--- src/rtl/alu_ctrl_pkg.sv ---
// Shared ALU control constants: ALU control codes, instruction funct/opcode
// fields, the mult_div_unit state encoding and the datapath width.
package alu_ctrl_pkg;

    localparam int WIDTH = 32;

    // 4-bit ALU control codes
    localparam logic [3:0] OPAND  = 4'b0000;
    localparam logic [3:0] OPOR   = 4'b0001;
    localparam logic [3:0] OPADD  = 4'b0010;
    localparam logic [3:0] OPXOR  = 4'b0011;
    localparam logic [3:0] OPSUB  = 4'b0110;
    localparam logic [3:0] OPSLT  = 4'b0111;
    localparam logic [3:0] OPMFHI = 4'b1011;
    localparam logic [3:0] OPMFLO = 4'b1100;
    localparam logic [3:0] OPMULT = 4'b1101;
    localparam logic [3:0] OPDIV  = 4'b1110;

    // R-type funct field values
    localparam logic [5:0] FUNMFHI = 6'h10;
    localparam logic [5:0] FUNMFLO = 6'h12;
    localparam logic [5:0] FUNMULT = 6'h18;
    localparam logic [5:0] FUNDIV  = 6'h1A;
    localparam logic [5:0] FUNADD  = 6'h20;
    localparam logic [5:0] FUNSUB  = 6'h22;
    localparam logic [5:0] FUNAND  = 6'h24;
    localparam logic [5:0] FUNOR   = 6'h25;
    localparam logic [5:0] FUNXOR  = 6'h26;
    localparam logic [5:0] FUNSLT  = 6'h2A;

    // Primary opcode field values
    localparam logic [5:0] OPCRTYPE = 6'h00;
    localparam logic [5:0] OPCBEQ   = 6'h04;
    localparam logic [5:0] OPCADDI  = 6'h08;
    localparam logic [5:0] OPCLW    = 6'h23;
    localparam logic [5:0] OPCSW    = 6'h2B;

    // mult_div_unit state encoding
    localparam logic [1:0] MD_IDLE = 2'd0;
    localparam logic [1:0] MD_MUL  = 2'd1;
    localparam logic [1:0] MD_DIV  = 2'd2;
    localparam logic [1:0] MD_FIX  = 2'd3;

    // True for every code that is owned by the multiply/divide unit
    function automatic logic is_md_code(input logic [3:0] code);
        return (code == OPMULT) || (code == OPDIV) ||
               (code == OPMFHI) || (code == OPMFLO);
    endfunction

endpackage

--- src/rtl/mult_div_unit_if.sv ---
// EX-stage bus between the pipeline and mult_div_unit.
interface mult_div_unit_if #(parameter int WIDTH = alu_ctrl_pkg::WIDTH);

    logic             iValid;
    logic [3:0]       iControlSignal;
    logic [WIDTH-1:0] iOperandA;
    logic [WIDTH-1:0] iOperandB;
    logic [WIDTH-1:0] oResult;
    logic             oBusy;
    logic             oStall;
    logic             oDone;
    logic             oDivByZero;
    logic [WIDTH-1:0] oHi;
    logic [WIDTH-1:0] oLo;

    modport master (
        output iValid, iControlSignal, iOperandA, iOperandB,
        input  oResult, oBusy, oStall, oDone, oDivByZero, oHi, oLo
    );

    modport slave (
        input  iValid, iControlSignal, iOperandA, iOperandB,
        output oResult, oBusy, oStall, oDone, oDivByZero, oHi, oLo
    );

endinterface

--- src/rtl/mult_div_unit_sign_fix.sv ---
// Conditional two's-complement negation; with iNegate tied to the value's
// MSB it yields the absolute value.
module mult_div_sign_fix #(
    parameter int W = 32
) (
    input  logic [W-1:0] iValue,
    input  logic         iNegate,
    output logic [W-1:0] oValue
);

    // Negate when requested, pass through otherwise
    always_comb oValue = iNegate ? (~iValue + W'(1)) : iValue;

endmodule

--- src/rtl/mult_div_unit.sv ---
// Iterative signed multiply (radix-2 shift-add) and restoring divide with
// architectural HI/LO registers. Optional macro MULTDIV_EARLY_OUT_EN lets a
// multiply finish as soon as the remaining multiplier bits are all zero.
module mult_div_unit
    import alu_ctrl_pkg::*;
#(
    parameter int WIDTH = alu_ctrl_pkg::WIDTH,
    parameter int CNT_W = 5
) (
    input logic             iClk,
    input logic             iReset_n,
    mult_div_unit_if.slave  bus
);

    logic [1:0]         state_q, state_d;
    logic [CNT_W-1:0]   cnt_q, cnt_d;
    logic [2*WIDTH-1:0] acc_q, acc_d;       // MUL: product; DIV: {remainder, dividend/quotient}
    logic [2*WIDTH-1:0] mcand_q, mcand_d;   // |A|, shifted left during MUL
    logic [WIDTH-1:0]   b_q, b_d;           // |B|, shifted right during MUL
    logic               sign_res_q, sign_res_d;
    logic               sign_a_q, sign_a_d;
    logic               is_div_q, is_div_d;
    logic [WIDTH-1:0]   hi_q, hi_d, lo_q, lo_d;
    logic               done_q, done_d, dbz_q, dbz_d;

    logic [WIDTH-1:0]   abs_a, abs_b, quo_fix, rem_fix, orig_a;
    logic [2*WIDTH-1:0] prod_fix;
    logic [WIDTH:0]     rem_shift, rem_diff;
    logic               last_step;

    mult_div_sign_fix #(.W(WIDTH)) u_abs_a (
        .iValue(bus.iOperandA), .iNegate(bus.iOperandA[WIDTH-1]), .oValue(abs_a));
    mult_div_sign_fix #(.W(WIDTH)) u_abs_b (
        .iValue(bus.iOperandB), .iNegate(bus.iOperandB[WIDTH-1]), .oValue(abs_b));
    mult_div_sign_fix #(.W(2*WIDTH)) u_fix_prod (
        .iValue(acc_q), .iNegate(sign_res_q), .oValue(prod_fix));
    mult_div_sign_fix #(.W(WIDTH)) u_fix_quo (
        .iValue(acc_q[WIDTH-1:0]), .iNegate(sign_res_q), .oValue(quo_fix));
    mult_div_sign_fix #(.W(WIDTH)) u_fix_rem (
        .iValue(acc_q[2*WIDTH-1:WIDTH]), .iNegate(sign_a_q), .oValue(rem_fix));
    // Re-signing the latched |A| recovers the original dividend (0x80000000 included)
    mult_div_sign_fix #(.W(WIDTH)) u_fix_a (
        .iValue(mcand_q[WIDTH-1:0]), .iNegate(sign_a_q), .oValue(orig_a));

    // Next-state, datapath step and HI/LO write selection
    always_comb begin
        state_d    = state_q;
        cnt_d      = cnt_q;
        acc_d      = acc_q;
        mcand_d    = mcand_q;
        b_d        = b_q;
        sign_res_d = sign_res_q;
        sign_a_d   = sign_a_q;
        is_div_d   = is_div_q;
        hi_d       = hi_q;
        lo_d       = lo_q;
        done_d     = 1'b0;
        dbz_d      = 1'b0;
        last_step  = (cnt_q == CNT_W'(WIDTH - 1));
        rem_shift  = {acc_q[2*WIDTH-1:WIDTH], acc_q[WIDTH-1]};
        rem_diff   = rem_shift - {1'b0, b_q};

        case (state_q)
            MD_IDLE: begin
                if (bus.iValid && (bus.iControlSignal == OPMULT ||
                                   bus.iControlSignal == OPDIV)) begin
                    is_div_d   = (bus.iControlSignal == OPDIV);
                    sign_a_d   = bus.iOperandA[WIDTH-1];
                    sign_res_d = bus.iOperandA[WIDTH-1] ^ bus.iOperandB[WIDTH-1];
                    mcand_d    = {{WIDTH{1'b0}}, abs_a};
                    b_d        = abs_b;
                    acc_d      = (bus.iControlSignal == OPDIV) ?
                                 {{WIDTH{1'b0}}, abs_a} : '0;
                    cnt_d      = '0;
                    state_d    = (bus.iControlSignal == OPDIV) ? MD_DIV : MD_MUL;
                end
            end
            MD_MUL: begin
                if (b_q[0]) acc_d = acc_q + mcand_q;
                mcand_d = mcand_q << 1;
                b_d     = b_q >> 1;
                cnt_d   = cnt_q + CNT_W'(1);
`ifdef MULTDIV_EARLY_OUT_EN
                if (b_q[WIDTH-1:1] == '0) last_step = 1'b1;
`endif
                if (last_step) state_d = MD_FIX;
            end
            MD_DIV: begin
                if (rem_diff[WIDTH])
                    acc_d = {rem_shift[WIDTH-1:0], acc_q[WIDTH-2:0], 1'b0};
                else
                    acc_d = {rem_diff[WIDTH-1:0], acc_q[WIDTH-2:0], 1'b1};
                cnt_d = cnt_q + CNT_W'(1);
                if (last_step) state_d = MD_FIX;
            end
            default: begin
                if (is_div_q && b_q == '0) begin
                    hi_d  = orig_a;
                    lo_d  = '1;
                    dbz_d = 1'b1;
                end else if (is_div_q) begin
                    hi_d = rem_fix;
                    lo_d = quo_fix;
                end else begin
                    {hi_d, lo_d} = prod_fix;
                end
                done_d  = 1'b1;
                state_d = MD_IDLE;
            end
        endcase
    end

    // State and datapath registers; reset aborts any operation and clears HI/LO
    always_ff @(posedge iClk) begin
        if (!iReset_n) begin
            state_q    <= MD_IDLE;
            cnt_q      <= '0;
            acc_q      <= '0;
            mcand_q    <= '0;
            b_q        <= '0;
            sign_res_q <= 1'b0;
            sign_a_q   <= 1'b0;
            is_div_q   <= 1'b0;
            hi_q       <= '0;
            lo_q       <= '0;
            done_q     <= 1'b0;
            dbz_q      <= 1'b0;
        end else begin
            state_q    <= state_d;
            cnt_q      <= cnt_d;
            acc_q      <= acc_d;
            mcand_q    <= mcand_d;
            b_q        <= b_d;
            sign_res_q <= sign_res_d;
            sign_a_q   <= sign_a_d;
            is_div_q   <= is_div_d;
            hi_q       <= hi_d;
            lo_q       <= lo_d;
            done_q     <= done_d;
            dbz_q      <= dbz_d;
        end
    end

    // HI/LO read-out for the move-from codes
    always_comb begin
        case (bus.iControlSignal)
            OPMFHI:  bus.oResult = hi_q;
            OPMFLO:  bus.oResult = lo_q;
            default: bus.oResult = '0;
        endcase
    end

    assign bus.oBusy      = (state_q != MD_IDLE);
    assign bus.oStall     = bus.iValid && is_md_code(bus.iControlSignal) &&
                            (state_q != MD_IDLE);
    assign bus.oDone      = done_q;
    assign bus.oDivByZero = dbz_q;
    assign bus.oHi        = hi_q;
    assign bus.oLo        = lo_q;

endmodule

--- src/flat_wrapper.sv ---
// flat-port wrapper written by rule: the top's interface ports become plain ports
module mult_div_unit_flat import alu_ctrl_pkg::*;
#(
    parameter int WIDTH = alu_ctrl_pkg::WIDTH,
    parameter int CNT_W = 5
)
  (iClk, iReset_n, bus_iValid, bus_iControlSignal, bus_iOperandA, bus_iOperandB, bus_oResult, bus_oBusy, bus_oStall, bus_oDone, bus_oDivByZero, bus_oHi, bus_oLo);
  mult_div_unit_if #(.WIDTH(WIDTH)) bus_i ();
  input logic iClk;
  input logic iReset_n;
  input wire logic [$bits(bus_i.iValid)-1:0] bus_iValid;
  input wire logic [$bits(bus_i.iControlSignal)-1:0] bus_iControlSignal;
  input wire logic [$bits(bus_i.iOperandA)-1:0] bus_iOperandA;
  input wire logic [$bits(bus_i.iOperandB)-1:0] bus_iOperandB;
  output wire logic [$bits(bus_i.oResult)-1:0] bus_oResult;
  output wire logic [$bits(bus_i.oBusy)-1:0] bus_oBusy;
  output wire logic [$bits(bus_i.oStall)-1:0] bus_oStall;
  output wire logic [$bits(bus_i.oDone)-1:0] bus_oDone;
  output wire logic [$bits(bus_i.oDivByZero)-1:0] bus_oDivByZero;
  output wire logic [$bits(bus_i.oHi)-1:0] bus_oHi;
  output wire logic [$bits(bus_i.oLo)-1:0] bus_oLo;
  assign bus_i.iValid = bus_iValid;
  assign bus_i.iControlSignal = bus_iControlSignal;
  assign bus_i.iOperandA = bus_iOperandA;
  assign bus_i.iOperandB = bus_iOperandB;
  assign bus_oResult = bus_i.oResult;
  assign bus_oBusy = bus_i.oBusy;
  assign bus_oStall = bus_i.oStall;
  assign bus_oDone = bus_i.oDone;
  assign bus_oDivByZero = bus_i.oDivByZero;
  assign bus_oHi = bus_i.oHi;
  assign bus_oLo = bus_i.oLo;
  mult_div_unit #(.WIDTH(WIDTH), .CNT_W(CNT_W)) u_core (.iClk(iClk), .iReset_n(iReset_n), .bus(bus_i));
endmodule
--- config.mk ---
export PLATFORM = sky130hd
export DESIGN_NAME = mult_div_unit_flat
export DESIGN_NICKNAME = d
export VERILOG_FILES = /design/src/rtl/alu_ctrl_pkg.sv /design/src/rtl/mult_div_unit_if.sv /design/src/rtl/mult_div_unit_sign_fix.sv /design/src/rtl/mult_div_unit.sv /design/src/flat_wrapper.sv
export SDC_FILE = /design/constraint.sdc
export NUM_CORES = 1
export LEC_CHECK = 0
export CORE_MARGIN = 10
export CORE_UTILIZATION = 40
export CTS_BUF_LIST = sky130_fd_sc_hd__clkbuf_16
export CTS_CLUSTER_SIZE = 14
export DETAILED_ROUTE_END_ITERATION = 8
export PLACE_DENSITY = 0.57
export SYNTH_ARGS = -nofsm -noshare
export SYNTH_HDL_FRONTEND = slang
export SYNTH_HIERARCHICAL = 1
export SYNTH_SLANG_ARGS = --single-unit
export TNS_END_PERCENT = 10
--- constraint.sdc ---
create_clock -name iClk -period 8.2 [get_ports iClk]
set_input_delay 2.05 -clock iClk [delete_from_list [all_inputs] [get_ports iClk]]
set_output_delay 2.05 -clock iClk [all_outputs]
set_load 0.05 [all_outputs]
==> key figures <==
Pwr
  • Leakage: 0.009584 uW
  • Power Dens Cells: 175.9 nW/um^2
  • Sw frac: 39.28%
  • Clock power share: 35.4%
  • Maximum VDD drop: 0.0001562 V
  • Flop pwr share: 28.8%
  • Combinational Power Share: 35.8%
  • Switch Pwr: 1786 uW
  • P_int: 2760 uW

Logic synthesis
  • Post-Syn Nets: 3,008
  • Number of synthesized register bits: 236
  • Async set or reset register ratio after synthesis: 0%
  • Synth top area share: 21.16%
  • Yosys warns: 6
  • Top post-synthesis cells by area: dfxtp_1 (21%), xnor2_1 (10%), mux2i_1 (6.0%), ha_1 (6.0%), nand2_1 (4.9%)
  • Post-Syn Area: 22,330 um^2
  • Primary FF master, synth: dfxtp_1
  • Most frequent cell after synthesis: nand2_1
  • Area leader, netlist: dfxtp_1
  • Cells after Synth: 2,828
  • Unique masters post-synth: 98
  • Synth top cells by count: nand2_1 (292), xnor2_1 (261), dfxtp_1 (236), nor2_1 (184), a21oi_1 (180)
  • Post-synth EDFFs: 0
  • Part of the Yosys area used for sequential elements: 21.16%
  • Mean Syn Cell Area: 7.897 um^2

Detailed routing
  • Routed WL: 86.07 mm
  • Via count: 22,566
  • DRC viols: 0
  • Iter 0 DRT Violations: 2,119
  • Via density: 6.150
  • Post-DRT Antenna Nets: 0
  • DRT Pass-1 Iters: 6
  • Avg WL per Cell: 23.46 um

Timing
  • Slew Viols, Final: 0
  • Final setup vio count: 0
  • Worst rel slew slack: 15.94%
  • Tmin final: 6.346 ns
  • Final worst setup slack: 1.854 ns
  • Max Clock Skew: 0.02983 ns
  • RSZ-0062 raised after global routing: false
  • Slew @ Worst Pin: 1.260 ns
  • Tcrit/Tclk final: 77.40%
  • Final setup TNS: 0 ns
  • Fin. Hold Viols: 0
  • Fmax: 0.1576 GHz

Layout
  • Fraction of layout cells with a size suffix above 1: 7.224%
  • Multi-input logic area: 16,650 um^2
  • Reg area: 4731 um^2
  • Ant diodes: 0
  • Area grow syn2layout: 15.69%
  • Fill cell count: 5,502
  • NumNets Final: 3,076

Clock network
  • Post-cts sizing count: 0
  • CTS Buffer Depth: 3
  • Clock sinks: 236
  • Clock-pin slew on the worst setup and hold paths: 0.05 ns
  • TritonCTS buffer count: 34
  • # H-tree levels: 2
  • TritonCTS clock tree: yes
  • Post-CTS Setup Bufs: 0
  • Root Buffer: clkbuf_16
  • Skew-Pair Late Insertion Delay: 0.56 ns
  • CTS Hold Bufs: 0

Critical path
  • Critical-path cell list: clkdlybuf4s50_1 > nand2_1 > nor3b_2 > buf_4 > a22o_1 > clkdlybuf4s50_1
  • Worst EP arrival: 4.30 ns
  • Slowest-stage cell, CP: clkdlybuf4s50_1
  • Crit path launch type: input pin
  • Crit path top cell by count: clkdlybuf4s50_1
  • Worst reg2reg path endpoint: u_core/acc_q[60]
  • Critical R2R Launch: u_core/state_q[0]
  • Worst setup path start: bus_iControlSignal[1]
  • Critical path's largest stage delay: 0.80 ns
  • Setup CP Type: in -> out
  • Max FO, Critical Path: 32
  • Critical Path End Type: output port
  • R2R Setup Slk: 3.17 ns
  • Reg2reg path depth: 9
  • Critical Path RT: 6.15 ns

Global routing
  • Initial antenna violation count: 0
  • GRT Residual Overflow: 0
  • Global-route wire length before repair: 131.0 mm
  • Total track usage: 24.90%
  • Largest net degree at the start of global routing: 99
  • Vias in the first global route: 21,279

Outcome
  • Status: finished, final reports clean

Worst hold path
  • Hold path cells: 2
  • Worst Hold Class: reg -> reg
  • Hold_sp: u_core/bus.oHi[15]
  • WHS Endpoint: u_core/bus.oHi[15]

Floorplan
  • Initial core utilization: 40.46%
  • DIE AREA: 65,680 um^2
  • FP Rows: 86
  • Core ar.: 55,200 um^2
  • DIE HEIGHT: 256.3 um
  • Die Width: 256.3 um
  • I/O pins: 171

Flow run
  • Maxcap violations: 0

Placement
  • GPL Wtd Cong: 0.9692
  • Pre-CTS WS: 1.859 ns
  • HPWL after DPL: 65.29 mm
  • IO Port Bufs: 170
-- how the worst max path moves through the flow --
| stage | end | slack, ns | depth (start not counted) |
|---|---|---|---|
| 6_report | bus_oResult[6] | 1.85 | 6 |
| 5_1_grt | bus_oResult[8] | 1.73 | 6 |
| 4_1_cts | bus_oResult[8] | 1.85 | 6 |
| 3_5_place_dp | bus_oResult[6] | 1.86 | 6 |
| 3_3_place_gp | bus_oResult[8] | 1.90 | 6 |
| 2_1_floorplan | bus_oStall | 2.82 | 3 |
-- area by class of cell --
type,instances,area share [%]
Tap cell,748,3.622
Timing Repair Buffer,211,7.758
Inverter,80,1.172
Multi-Input combinational cell,2333,64.45
Clock inverter,24,1.099
Sequential cell,236,18.31
Clock buffer,37,3.584
-- layer usage --
| layer | up-vias | track usage [%] | wire (um) |
|---|---|---|---|
| li1 | 10672 | - | - |
| met1 | 10922 | 34.86 | 40160 |
| met2 | 841 | 38.24 | 37200 |
| met3 | 131 | 3.830 | 6056 |
| met4 | 0 | 8.200 | 2650 |
| met5 | - | 0 | 0 |
-- per-stage QoR --
step / instance area, um^2 / instances / utilization (%) / hold WS, ns / total power (uW)
CTS: 25840 / 3669 / 46.80 / 0.4863 / 4540
global placement: 24630 / 3608 / 44.61 / 0.4749 / 2901
global route: 25840 / 3669 / 46.80 / 0.5040 / 4734
detailed placement: 24630 / 3608 / 44.61 / 0.4780 / 2920
finish: 25840 / 3669 / 46.80 / 0.4835 / 4545
floorplan: 22330 / 2828 / - / 0.4824 / 2419
-- flip-flops by register name (all words and copies together), names as in the netlist --
register and cells:
u_core/acc_q 64, u_core/mcand_q 64, u_core/b_q 32, u_core/bus.oHi 32
u_core/bus.oLo 32, u_core/cnt_q 5, u_core/state_q 2, u_core/bus.oDivByZero 1
u_core/bus.oDone 1, u_core/is_div_q 1, u_core/sign_a_q 1, u_core/sign_res_q 1
-- kinds of logic (layout without fill, tap and decap cells) --
kind of cell | after synthesis | in the layout | synth area share, %
AND/OR/NAND/NOR | 856 | 856 | 20.70
flip-flops | 236 | 236 | 21.16
AO/OA/AOI/OAI | 927 | 927 | 29.17
buffers and inverters | 259 | 352 | 4.577
multiplexers | 148 | 148 | 6.729
adder cells (fa/ha/maj) | 109 | 109 | 6.174
XOR/XNOR | 293 | 293 | 11.49
-- power by group through the flow --
stage,Combinational (uW),Clock [uW],Sequential [uW]
after global routing,1740,1680,1310
after CTS,1600,1640,1300
after global placement,1570,0,1330
final,1630,1610,1310
after detailed placement,1590,0,1330
after floorplan,1130,0,1290
-- worst max-delay path, delay by kind of cell --
kind | cells | cell delay (ns)
compound gates | 1 | 0.21
buf+inv | 3 | 1.72
simple gates | 2 | 0.30
-- layout by cell type (no fill, tap or decap), types with 24 or more instances in the layout --
master	netlist	routed
clkdlybuf4s50_1	0	169
o41ai_1	33	33
xor2_1	32	32
a22oi_1	55	55
mux2i_1	134	134
nor2_1	184	183
nor2b_1	48	48
nand3_1	46	46
ha_1	107	104
a21o_1	50	50
nand2_1	292	292
a22o_1	35	35
buf_4	6	41
nand4_1	35	35
o41ai_2	24	24
o31ai_1	68	68
dfxtp_1	236	233
nor3_1	37	36
nand2b_1	29	29
inv_1	79	81
a31oi_1	54	54
o21ai_0	164	164
xnor2_1	261	261
a211oi_1	75	75
a21oi_1	180	180
o211ai_1	44	44
clkbuf_16	0	37
Power figures use the tool's default switching activity.
